**src/rtl/reg_file.sv**
```systemverilog
// Architectural integer register file: two combinational read ports, one debug
// read port and one synchronous write port, with x0 hard-wired to zero.
module reg_file #(
    parameter int DATA_WIDTH = 32,
    parameter int ADDR_WIDTH = 5
) (
    input  logic                  clk,
    input  logic                  rst,
    input  logic [ADDR_WIDTH-1:0] ra1,
    output logic [DATA_WIDTH-1:0] rd1,
    input  logic [ADDR_WIDTH-1:0] ra2,
    output logic [DATA_WIDTH-1:0] rd2,
    input  logic                  we,
    input  logic [ADDR_WIDTH-1:0] wa,
    input  logic [DATA_WIDTH-1:0] wd,
    input  logic [ADDR_WIDTH-1:0] dbg_ra,
    output logic [DATA_WIDTH-1:0] dbg_rd
);

    localparam int NUM_REGS = 2 ** ADDR_WIDTH;

    logic [DATA_WIDTH-1:0] regs [NUM_REGS];
    logic                  wr_active;

    assign wr_active = we && !rst && (wa != '0);

    // NOTE: the whole array is cleared on reset because stale contents must
    // never be observable afterwards; this forces flops rather than a RAM macro.
    always_ff @(posedge clk) begin
        if (rst) begin
            for (int i = 0; i < NUM_REGS; i++) begin
                // NOTE: non-blocking assignments keep same-edge readers seeing the old state.
                regs[i] <= '0;
            end
        end else if (wr_active) begin
            regs[wa] <= wd;
        end
    end

    // Write-first bypass: a read of the register being written returns wd.
    assign rd1    = (ra1 == '0)    ? '0 : (wr_active && wa == ra1)    ? wd : regs[ra1];
    assign rd2    = (ra2 == '0)    ? '0 : (wr_active && wa == ra2)    ? wd : regs[ra2];
    assign dbg_rd = (dbg_ra == '0) ? '0 : (wr_active && wa == dbg_ra) ? wd : regs[dbg_ra];

endmodule

```
**config.mk**
```make
export PLATFORM = sky130hd
export DESIGN_NAME = reg_file
export DESIGN_NICKNAME = d
export VERILOG_FILES = /design/src/rtl/reg_file.sv
export SDC_FILE = /design/constraint.sdc
export NUM_CORES = 2
export LEC_CHECK = 0
export CAP_MARGIN = 20
export CORE_ASPECT_RATIO = 1.75
export CORE_MARGIN = 5
export CORE_UTILIZATION = 55
export CTS_BUF_LIST = sky130_fd_sc_hd__clkbuf_4 sky130_fd_sc_hd__clkbuf_8 sky130_fd_sc_hd__clkbuf_16
export DETAILED_ROUTE_END_ITERATION = 12
export PLACE_DENSITY = 0.69
export SLEW_MARGIN = 20
export SYNTH_ARGS = -nofsm -noshare
export SYNTH_HDL_FRONTEND = slang
export SYNTH_SLANG_ARGS = --single-unit
```
**constraint.sdc**
```tcl
create_clock -name clk -period 5.8 [get_ports clk]
set_input_delay 1.74 -clock clk [delete_from_list [all_inputs] [get_ports clk]]
set_output_delay 1.74 -clock clk [all_outputs]
set_load 0.03 [all_outputs]
```
==> flow_metrics.env <==
export IMPL_met3_length_microns=42500
export IMPL_synthArstFlopShare_pct=0
export IMPL_violations="setup timing"
export IMPL_nFillCells=8622
export IMPL_wl_met1_microns=91000
export IMPL_dr_pass1_iters=7
export IMPL_slew_violations=0
export IMPL_fp_row_count=167
export IMPL_power_density_nw_per_um2=263
export IMPL_worst_path_max_fanout=16
export IMPL_drtIter0Drc=9351
export IMPL_top_regs="regs (1024)"
export IMPL_initial_core_util_pct=55.1
export IMPL_ant_nets=0
export IMPL_yosys_top_cells_area="edfxtp_1, mux4_2, mux2i_1"
export IMPL_setup_ws_ns=-0.0847
export IMPL_root_buffer="clkbuf_16"
export IMPL_postSynthCellCount=4891
export IMPL_totalPowerFinal_mw=20.5
export IMPL_syn_avg_cell_area_sq_um=13.3
export IMPL_ys_warn_count=0
export IMPL_grt_max_degree=65
export IMPL_numCtsBuffers=98
export IMPL_place_hpwl_microns=195000
export IMPL_crit_path_end_kind="output pin"
export IMPL_clockBufferDepth=3
export IMPL_synth_cell_types=75
export IMPL_layoutNonFillerInstCount=6987
export IMPL_vias=53433
export IMPL_ys_seq_elements=1024
export IMPL_die_h_microns=465
export IMPL_drt_wl_total_microns=302000
export IMPL_area_growth_pct=19.9
export IMPL_antenna_found_initial=25
export IMPL_startpoint_type="input pin"
export IMPL_yosysMostFrequentCell="edfxtp_1"
export IMPL_grt_first_pass_wirelength_microns=410000
export IMPL_critPathMaxStageDelay_ns=0.39
export IMPL_via_per_inst=7.65
export IMPL_io_buffers=150
export IMPL_ir_drop_uv=279
export IMPL_core_area_sq_um=118000
export IMPL_top_register="regs"
export IMPL_fin_nets=5400
export IMPL_synth_edf_count=1024
export IMPL_setup_viol=11
export IMPL_grt_overflow_total=0
export IMPL_worstPathRequired_ns=4.06
export IMPL_synth_top_cell_area_share_pct=47.3
export IMPL_synth_largest_area_cell="edfxtp_1"
export IMPL_grtUsageTotal_pct=47.1
export IMPL_cts_htree_levels=3
export IMPL_worstPathArrival_ns=4.14
export IMPL_die_w_microns=270
export IMPL_cpMaxStageDelayCell="dlygate4sd2_1"
export IMPL_multiInputGateArea_sq_um=32400
export IMPL_io_pins=151
export IMPL_critPathTopFamily="buffers and inverters"
export IMPL_gp_congestion=0.997
export IMPL_finalCritPeriodShare_pct=101
export IMPL_grt_pass1_vias=52745
export IMPL_wl_per_cell_microns=43.2
export IMPL_power_leakage_nw=29.4
export IMPL_die_area_sq_um=125000
export IMPL_cts_tree="done"
export IMPL_largest_register_ffs=1024
export IMPL_status="finished, violations left"
export IMPL_period_needed_ns=5.88
export IMPL_relSlewSlack_pct=37.3
export IMPL_crit_buf_inv=5
export IMPL_cp_cell_sequence="dlygate4sd2_1 -> buf_4 -> xor2_1 -> a211o_1 -> nor3_4 -> buf_4 -> buf_12 -> a32o_2 -> buf_6"
export IMPL_route_detailed_drc=0
export IMPL_cts_sinks=1024
export IMPL_drive_above_1_share_pct=30.1
export IMPL_syn_cell_area_sq_um=65000
export IMPL_rsz0062_at_grt="yes"
export IMPL_hold_path_class="input pin to register"
export IMPL_final_hold_violation_count=0
export IMPL_worstSetupPathType="input pin to output pin"
export IMPL_cap_violations=0
export IMPL_synth_flop_cell="edfxtp_1"
export IMPL_regArea_sq_um=30700
export IMPL_wl_met2_microns=134000
export IMPL_worstMarginPinSlew_ns=0.941
export IMPL_top_layer="met5"
export IMPL_dp_cells=6739
export IMPL_synth_common_cells="edfxtp_1, and2_1, mux2i_1"
export IMPL_crit_top_cell="buf_4"
export IMPL_max_freq_ghz=0.170
export IMPL_yosysSeqAreaShare_pct=47.3
export IMPL_clk_pin_slew_ns=0.07
report_power, final:
part           switching, mW  leakage (nW)  internal [mW]
registers              0.335          9.75           8.56
logic                   2.54          17.9           1.97
clock network           3.05          1.69           4.04
total                   5.93          29.4           14.6
path summary, 6_finish.rpt:
path	to	start	depth (start not counted)
worst max-delay path	dbg_rd[5]	wa[4]	9
worst min-delay path	regs[0][14]	rst	2
what timing repair did:
item / CTS / global route
resized for setup: 80 / 83
gates cloned: 1 / 0
setup buffers: 11 / 15
endpoints found under the setup margin: 88 / 68
pin swaps: 4 / 8
hold buffers: 0 / 0
metrics by stage:
stage / util (%) / cell area, sq um / TNS (ns) / hold WS [ns] / setup WS [ns]
finish: 66.1 / 77900 / -0.295 / 1.67 / -0.0847
global placement: 62.2 / 73300 / -15.33 / 2.41 / -0.589
global route: 66.1 / 77800 / -0.0531 / 1.64 / -0.0144
detailed placement: 62.2 / 73300 / -14.28 / 2.40 / -0.564
floorplan: - / 65100 / 0 / 1.94 / 0.0106
CTS: 65.6 / 77300 / -0.0409 / 1.63 / -0.0206
cell type report:
class,count,area share (%)
diodes,40,0.128
clock buffers,119,3.46
clock inverters,62,0.970
inverters,7,0.0337
multi-input cells,3355,41.5
flip-flops and latches,1024,39.5
well taps,1521,2.44
repair buffers,859,12.0
layer usage:
| layer | vias up | global-route usage, % |
|---|---|---|
| li1 | 20102 | - |
| met4 | 2 | 42.9 |
| met3 | 1746 | 14.5 |
| met2 | 5378 | 71.5 |
| met5 | - | 0 |
| met1 | 26205 | 53.1 |
placed cells by master, fill, tap and decap left out, types with 40 or more instances in the layout:
cell       Yosys  routed
edfxtp_1    1024    1024
and2_1       997     994
mux2i_1      718     706
buf_4         41     590
mux4_2       430     430
buf_12        11     192
o22ai_1      168     167
clkbuf_16      0     103
a22oi_1      104     102
nor3_1       100      86
nor2_1       110      75
o21ai_0       59      58
a221oi_1      67      58
nand2_1       54      52
a21oi_1       54      47
diode_2        0      40
logic make-up after synthesis:
group                  count (synthesis)  synth area share, %
flip-flops                          1024                 47.3
XOR/XNOR                              15                0.202
other                                  1              0.00577
AND/OR/NAND/NOR                     1388                 12.6
multiplexers                        1190                 27.1
buffers and inverters                543                 4.41
AO/OA/AOI/OAI                        730                 8.36
Power figures use the tool's default switching activity.
